===== config.mk =====
export PLATFORM = sky130hd
export DESIGN_NAME = mem_access_unit
export DESIGN_NICKNAME = d
export VERILOG_FILES = /design/src/rtl/mem_access_unit.sv
export SDC_FILE = /design/constraint.sdc
export NUM_CORES = 1
export LEC_CHECK = 0
export CAP_MARGIN = 40
export CORE_MARGIN = 2
export CORE_UTILIZATION = 50
export CTS_BUF_LIST = sky130_fd_sc_hd__clkbuf_2 sky130_fd_sc_hd__clkbuf_4 sky130_fd_sc_hd__clkbuf_8
export DETAILED_ROUTE_END_ITERATION = 12
export PLACE_DENSITY_LB_ADDON = 0.1
export SETUP_SLACK_MARGIN = 0.05
export SYNTH_ARGS = -nofsm -noshare
export SYNTH_HDL_FRONTEND = slang
export SYNTH_SLANG_ARGS = --single-unit
export TNS_END_PERCENT = 5

===== constraint.sdc =====
create_clock -name clk -period 5.1 [get_ports clk]
set_clock_uncertainty 0.1 [all_clocks]
set_input_delay 1.02 -clock clk [delete_from_list [all_inputs] [get_ports clk]]
set_output_delay 1.02 -clock clk [all_outputs]
set_load 0.005 [all_outputs]

===== src/rtl/mem_access_unit.sv =====
// EX/MEM pipeline register with a byte/half/word load-store unit on a req/ack data bus.
module mem_access_unit #(
  parameter int unsigned REG_WIDTH = 32,
  parameter int unsigned RD_WIDTH  = 5
) (
  input  logic                 clk,
  input  logic                 reset,
  input  logic                 ex_valid,
  output logic                 ex_ready,
  input  logic [REG_WIDTH-1:0] ex_alu_out,
  input  logic [REG_WIDTH-1:0] ex_store_data,
  input  logic                 ex_mem_read,
  input  logic                 ex_mem_write,
  input  logic [2:0]           ex_mem_size,
  input  logic [RD_WIDTH-1:0]  ex_rd,
  input  logic                 ex_reg_write,
  output logic [REG_WIDTH-1:0] EX_MEM_alu_out,
  output logic                 dmem_req,
  output logic                 dmem_we,
  output logic [REG_WIDTH-1:0] dmem_addr,
  output logic [REG_WIDTH-1:0] dmem_wdata,
  output logic [3:0]           dmem_be,
  input  logic                 dmem_ack,
  input  logic [REG_WIDTH-1:0] dmem_rdata,
  output logic                 wb_valid,
  output logic [RD_WIDTH-1:0]  wb_rd,
  output logic                 wb_reg_write,
  output logic [REG_WIDTH-1:0] wb_data,
  output logic                 misalign_err
);

  localparam int unsigned BYTE_W = 8;
  localparam int unsigned HALF_W = 16;

  typedef enum logic {IDLE, ACCESS} state_t;

  state_t state, next_state;

  // latched instruction fields needed when the memory response arrives
  logic [1:0]          lane_q;
  logic [2:0]          size_q;
  logic [RD_WIDTH-1:0] rd_q;
  logic                reg_write_q;
  logic                store_q;

  logic                   accept;
  logic                   is_mem;
  logic                   misalign;
  logic                   start_access;
  logic                   size_h;
  logic                   size_w;
  logic [REG_WIDTH-1:0]   wdata_lanes;
  logic [3:0]             be_lanes;
  logic [REG_WIDTH-1:0]   load_result;
  logic [BYTE_W-1:0]      load_byte;
  logic [HALF_W-1:0]      load_half;

  // state register
  always_ff @(posedge clk) begin
    if (reset) state <= IDLE;
    else       state <= next_state;
  end

  // next-state logic and accept-side decode
  always_comb begin
    next_state   = state;
    accept       = ex_valid & ex_ready;
    is_mem       = ex_mem_read | ex_mem_write;
    size_h       = (ex_mem_size[1:0] == 2'b01);
    size_w       = ex_mem_size[1];
    misalign     = is_mem & ((size_h & ex_alu_out[0]) | (size_w & (ex_alu_out[1:0] != 2'b00)));
    start_access = accept & is_mem & ~misalign;
    case (state)
      IDLE:    if (start_access) next_state = ACCESS;
      ACCESS:  if (dmem_ack)     next_state = IDLE;
      default: next_state = IDLE;
    endcase
  end

  // store lane replication and byte enables
  always_comb begin
    wdata_lanes = ex_store_data;
    be_lanes    = 4'b1111;
    if (ex_mem_size[1:0] == 2'b00) begin
      wdata_lanes = {(REG_WIDTH/BYTE_W){ex_store_data[BYTE_W-1:0]}};
      be_lanes    = 4'b0001 << ex_alu_out[1:0];
    end else if (ex_mem_size[1:0] == 2'b01) begin
      wdata_lanes = {(REG_WIDTH/HALF_W){ex_store_data[HALF_W-1:0]}};
      be_lanes    = ex_alu_out[1] ? 4'b1100 : 4'b0011;
    end
  end

  // load lane extraction and sign/zero extension
  always_comb begin
    load_byte   = dmem_rdata[{lane_q, 3'b000} +: BYTE_W];
    load_half   = dmem_rdata[{lane_q[1], 4'b0000} +: HALF_W];
    load_result = dmem_rdata;
    if (size_q[1:0] == 2'b00)
      load_result = {{(REG_WIDTH-BYTE_W){~size_q[2] & load_byte[BYTE_W-1]}}, load_byte};
    else if (size_q[1:0] == 2'b01)
      load_result = {{(REG_WIDTH-HALF_W){~size_q[2] & load_half[HALF_W-1]}}, load_half};
  end

  // pipeline register, memory request and write-back outputs
  always_ff @(posedge clk) begin
    if (reset) begin
      ex_ready       <= 1'b1;
      EX_MEM_alu_out <= '0;
      dmem_req       <= 1'b0;
      dmem_we        <= 1'b0;
      dmem_addr      <= '0;
      dmem_wdata     <= '0;
      dmem_be        <= 4'b0000;
      wb_valid       <= 1'b0;
      wb_rd          <= '0;
      wb_reg_write   <= 1'b0;
      wb_data        <= '0;
      misalign_err   <= 1'b0;
      lane_q         <= 2'b00;
      size_q         <= 3'b000;
      rd_q           <= '0;
      reg_write_q    <= 1'b0;
      store_q        <= 1'b0;
    end else begin
      ex_ready     <= (next_state == IDLE);
      wb_valid     <= 1'b0;
      misalign_err <= 1'b0;
      if (accept) begin
        EX_MEM_alu_out <= ex_alu_out;
        lane_q         <= ex_alu_out[1:0];
        size_q         <= ex_mem_size;
        rd_q           <= ex_rd;
        reg_write_q    <= ex_reg_write;
        store_q        <= ex_mem_write;
        if (start_access) begin
          dmem_req   <= 1'b1;
          dmem_we    <= ex_mem_write;
          dmem_addr  <= {ex_alu_out[REG_WIDTH-1:2], 2'b00};
          dmem_wdata <= wdata_lanes;
          dmem_be    <= ex_mem_write ? be_lanes : 4'b0000;
        end else begin
          wb_valid     <= 1'b1;
          wb_rd        <= ex_rd;
          wb_reg_write <= ex_reg_write & ~misalign;
          wb_data      <= ex_alu_out;
          misalign_err <= misalign;
        end
      end
      if ((state == ACCESS) && dmem_ack) begin
        dmem_req     <= 1'b0;
        wb_valid     <= 1'b1;
        wb_rd        <= rd_q;
        wb_reg_write <= reg_write_q & ~store_q;
        wb_data      <= store_q ? EX_MEM_alu_out : load_result;
      end
    end
  end

endmodule


Word level (Yosys, flattened, before mapping). Cells that the tools add are included.

Register bits after elaboration: 154. Bits in latches: 0. Memory bits (writable): 0. Memory bits (read-only): 0. Output and inout port bits: 143. Logic and storage cells: 75. Memories: 0.

Add/sub/neg operators: 0. Multiply operators: 0. Div/mod/pow operators: 0. Magnitude comparators: 0. Equal/unequal tests: 3. Shift-type cells: 3. Mux-type cells: 24. Bitwise logic cells: 18. Reduce and logical (&&, ||, !) cells: 9.

Operators with widths (number): 32-bit two-way mux (8); 32-bit by 6-bit variable part select with 16-bit output (1); 32-bit by 6-bit variable part select with 8-bit output (1); 4-bit two-way mux (4); 5-bit two-way mux (3); 1-bit bitwise AND (10); 1-bit two-way mux (8); 1-bit NOT (6); 2-bit by 1-bit equality test with 1-bit output (second input constant) (2); 2-bit zero test (2); 2-bit AND reduction (2); 2-bit nonzero test (2); 1-bit by 2-bit left shift with 4-bit output (first input constant) (1); 3-bit OR reduction (1); 2-bit by 1-bit != test with 1-bit output (second input constant) (1); 1-bit OR (2); 1-bit case mux with 2 select lines (1); 2-bit OR reduction (1); 1-bit logical AND (1).

Logic depth before layout (Yosys ltp).
Word-level depth: 9. Mapped depth: 7.

Worst setup path after synthesis. OpenSTA, ideal clock, no wires.

Path type: input to register. Start point: input ex_mem_write. End point: register wb_data[13]. Setup time: 0.103 ns. Arrival: 2.219 ns. Data required time: 4.897 ns. Setup slack: 2.678 ns. Cell stages on the path: 7. Path buffers: 3. Cell sequence: or2_1 buf_6 and3_1 buf_6 buf_6 a2bb2oi_1 a2111oi_2.

Cells in the longest elaborated chain, start to end: 6. Elaborated cells between the ends (all ways): 7. Those cells by class: eq/ne: 1; bitwise: 5; reduce/logical: 1.

RTL lines: start: declaration (line 13) `input logic ex_mem_write,`; 1-bit OR (*) (line 68) `is_mem = ex_mem_read | ex_mem_write;`; 1-bit bitwise AND (line 71) `misalign = is_mem & ((size_h & ex_alu_out[0]) | (size_w & (ex_alu_out[1:0] != 2'b00)));`; 1-bit NOT (line 72) `start_access = accept & is_mem & ~misalign;`; 1-bit bitwise AND (*) (line 72); 2-bit by 1-bit != test with 1-bit output (no source line) (*); 2-bit AND reduction (no source line) (*); end signal: assignment (line 145) `wb_data <= ex_alu_out;`; end signal: assignment (line 154) `wb_data <= store_q ? EX_MEM_alu_out : load_result;`; end: declaration (line 28) `output logic [REG_WIDTH-1:0] wb_data,`.

Every way passes the cells marked *; elsewhere a longest branch is shown, timed or not. A chain may end at the register's enable or synchronous reset.

Worst setup path in the final report.
Start point: input ex_mem_size[0]. End point: register dmem_wdata[9].

Cells in the longest elaborated chain, start to end: 7. Elaborated cells between the ends (all ways): 9. Those cells by class: eq/ne: 1; mux: 1; bitwise: 5; reduce/logical: 2.

RTL lines: start: declaration (line 14) `input logic [2:0] ex_mem_size,`; 2-bit by 1-bit equality test with 1-bit output (line 69) `size_h = (ex_mem_size[1:0] == 2'b01);`; 1-bit bitwise AND (line 71); 1-bit OR (line 71); 1-bit bitwise AND (line 71); 1-bit NOT (line 72); 1-bit bitwise AND (line 72); 2-bit AND reduction (no source line); end signal: assignment (line 139) `dmem_wdata <= wdata_lanes;`; end: declaration (line 21) `output logic [REG_WIDTH-1:0] dmem_wdata,`.

Parallel ways exist; a longest one is shown, timed or not.

==> flow_summary.json <==
{
  "status": "finished clean",
  "wl_per_cell_um": 18.8,
  "cp.arrival_ps": 3480,
  "syn_avg_cell_area_um2": 7.94,
  "fp.dieW_um": 122,
  "synth.area.top_cells": "dfxtp_1 (43%), nand2_1 (13%), a21oi_1 (8.3%)",
  "crit_required_ps": 5360,
  "synth_cell_types": 43,
  "drive_gt1_share_pct": 5.36,
  "hold_viol_final": 0,
  "pwr-share-seq_pct": 44.4,
  "p_per_area_mw_per_mm2": 300,
  "worst_pin_slew_ps": 966,
  "wl_um": 24000,
  "finalCriticalPeriod_ps": 3220,
  "synth.mux.area_fraction_pct": 4.21,
  "post_cts_buffers": 0,
  "power_frac_comb_pct": 20.8,
  "root_buffer": "clkbuf_8",
  "setup_tns_ps": 0,
  "irDropWorstVdd_mv": 0.192,
  "syn_area_mm2": 0.00701,
  "rows": 43,
  "fin_ws_ps": 1880,
  "drt_iter0_markers": 704,
  "antenna_found_initial": 0,
  "synthSimpleGateAreaFrac_pct": 19.7,
  "clk_pin_slew_ps": 80,
  "via_count": 7431,
  "grt_pass1_vias": 6961,
  "synth_compound_area_share_pct": 26.9,
  "fin_total_pwr_w": 0.00299,
  "start_util_pct": 50.9,
  "cts.path.max_buffers": 2,
  "cts_hold_buf": 0,
  "area_delta_synth_final_pct": 42.1,
  "synth_xor_area_share_pct": 0,
  "drc": 0,
  "fin_crit_sh_pct": 63.1,
  "cts_tree": "yes",
  "hold_path_class": "reg2reg",
  "first_pass_iters": 5,
  "ant_nets": 0,
  "via_per_inst": 5.81,
  "cts.sinks": 152,
  "rsz0062_at_grt": "no",
  "synth_cells": 883,
  "core_mm2": 0.0138,
  "max_slew_margin_pct": 35.6,
  "synth_top_family_by_area": "compound AO/OA/AOI/OAI gates",
  "insertion_delay_ps": 450,
  "ys_warn_count": 0,
  "dp_slack_ps": 1430,
  "grt_pass1_wl_um": 36700,
  "nets": 1199,
  "ys_seq_area_share_pct": 43.4,
  "finalMaxSlewViolations": 0,
  "fmax_ghz": 0.311,
  "port_buffers": 251,
  "h-tree-depth": 4,
  "ys_ff_latch": 152,
  "synth_fa_ha_area_share_pct": 0,
  "grt_use_total_pct": 31.7,
  "dieHeight_um": 122,
  "yosys.area.top_type": "dfxtp_1",
  "synth_top_area_share_pct": 43.4,
  "dieArea_mm2": 0.0150,
  "cp-end-kind": "flop",
  "grt_max_degree": 66,
  "holdWs_ps": 353,
  "gp_congestion": 0.921,
  "sw_frac_of_total_pct": 26.6,
  "io_pins": 254,
  "pwr-share-clk_pct": 34.8,
  "cellLeakagePower_nw": 3.65,
  "diodes": 0,
  "internal-power_w": 0.00219,
  "grt.overflow.total": 0,
  "report.final.setup_viol": 0,
  "dpl.hpwl_um": 16400,
  "power_switching_w": 0.000795,
  "cts_resized": 0,
  "cp-start-kind": "input pin",
  "critical_path_class": "in2reg",
  "worstPathMaxFanout": 45,
  "maxCapViolations": 0,
  "cts_buffers": 17,
  "utilization_pct": 72.4
}
[worst paths after layout]
check | from | end | slack (ps) | cells past startpoint
worst min register to register | rd_q[3]$_SDFFE_PP0P_ | rd_q[3]$_SDFFE_PP0P_ | 350 | 2
worst min-delay path | rd_q[3]$_SDFFE_PP0P_ | rd_q[3]$_SDFFE_PP0P_ | 350 | 2
worst max register to register | ex_ready$_SDFF_PP1_ | wb_data[21]$_SDFFE_PP0P_ | 2740 | 5
worst max-delay path | ex_mem_size[0] | dmem_wdata[9]$_SDFFE_PP0P_ | 1880 | 7
[cells in the final DEF (no fill, tap or decap), types with 3 or more instances in the layout]
cell             Yosys  final
a21oi_1            117    117
nand2_1            235    234
nor3b_1              7      7
o32ai_1             16     16
a2bb2oi_1           28     28
o21ai_0             36     36
nor2_1              44     44
mux2i_1             25     25
nand4_1              3      3
a211oi_1            29     29
a221oi_1            13     13
buf_4                4     16
a311oi_1             8      8
and3b_1              8      8
nor3_1               3      3
clkbuf_8             0     21
inv_1                9      9
and3_1               9      9
nor2b_1             10     10
bufinv_16            0      4
clkbuf_4             0      3
a2111oi_0            8      8
a2111oi_2            3      3
clkdlybuf4s50_1      0    250
o31ai_1             17     17
dfxtp_1            152    152
[power by group through the flow]
stage	clock (W)	combinational, W	sequential [W]
detailed placement	0	0.000614	0.00135
CTS	0.00105	0.000618	0.00132
floorplan	0	0.000284	0.00135
finish	0.00104	0.000622	0.00133
global placement	0	0.000605	0.00135
global route	0.00110	0.000673	0.00133
[routing by layer]
metal	GRT usage, %	up-vias	part of all wire (%)
li1	-	3540	-
met1	40.6	3487	42
met2	50.4	355	47
met3	8.92	49	9.3
met4	12.7	0	2.4
met5	0	-	0
[cell usage after synthesis]
master and number:
nand2_1 235, dfxtp_1 152, a21oi_1 117, clkbuf_1 49, nor2_1 44, o21ai_0 36, a211oi_1 29, a2bb2oi_1 28
mux2i_1 25, buf_2 17, o31ai_1 17, o32ai_1 16, a221oi_1 13, nor2b_1 10, and3_1 9, buf_1 9
inv_1 9, a2111oi_0 8, a311oi_1 8, and3b_1 8, nor3b_1 7, buf_4 4, a2111oi_2 3, buf_6 3
nand4_1 3, nor3_1 3, and2_1 2, mux4_2 2, nand2b_1 2, o21a_1 2, a21o_1 1, a22o_1 1
a31o_2 1, a31oi_4 1, and4_1 1, clkinv_1 1, conb_1 1, nand3b_1 1, nor4b_1 1, o21ai_4 1
o21bai_1 1, o2bb2ai_1 1, or2_1 1
[area by class of cell]
| type | count | area [um2] |
|---|---|---|
| clock buffers | 24 | 312 |
| clock inverters | 7 | 139 |
| fillers | 1139 | 3800 |
| inverters | 10 | 37.5 |
| multi-input cells | 640 | 3580 |
| flip-flops and latches | 152 | 3040 |
| well taps | 180 | 225 |
| repair buffers | 267 | 2640 |
[flip-flops by register name, indices dropped and copies added, names as in the netlist, 3 cells and up]
name and count:
dmem_addr 30, dmem_be 4, wb_data 32, wb_rd 5, rd_q 5, dmem_wdata 32, EX_MEM_alu_out 32, size_q 3
[per-stage QoR]
stage,cells,cell area (um2)
floorplan,884,7020
global placement,1248,9500
detailed placement,1249,9520
CTS,1280,9970
global route,1280,9970
finish,1280,9970
[kinds of logic (layout without fill, tap and decap cells)]
| family | after synthesis | in the layout |
|---|---|---|
| simple gates | 327 | 327 |
| compound gates | 284 | 284 |
| flops | 152 | 152 |
| mux | 27 | 27 |
| buf+inv | 92 | 308 |
| other cells | 1 | 2 |
[critical path: stages]
cell and delay [ps]:
clkdlybuf4s50_1 400, buf_4 230, o21ai_4 290, and4_2 840
buf_4 370, nor2_1 70, a311oi_1 240
No activity file was read; power rests on OpenSTA's default activity.
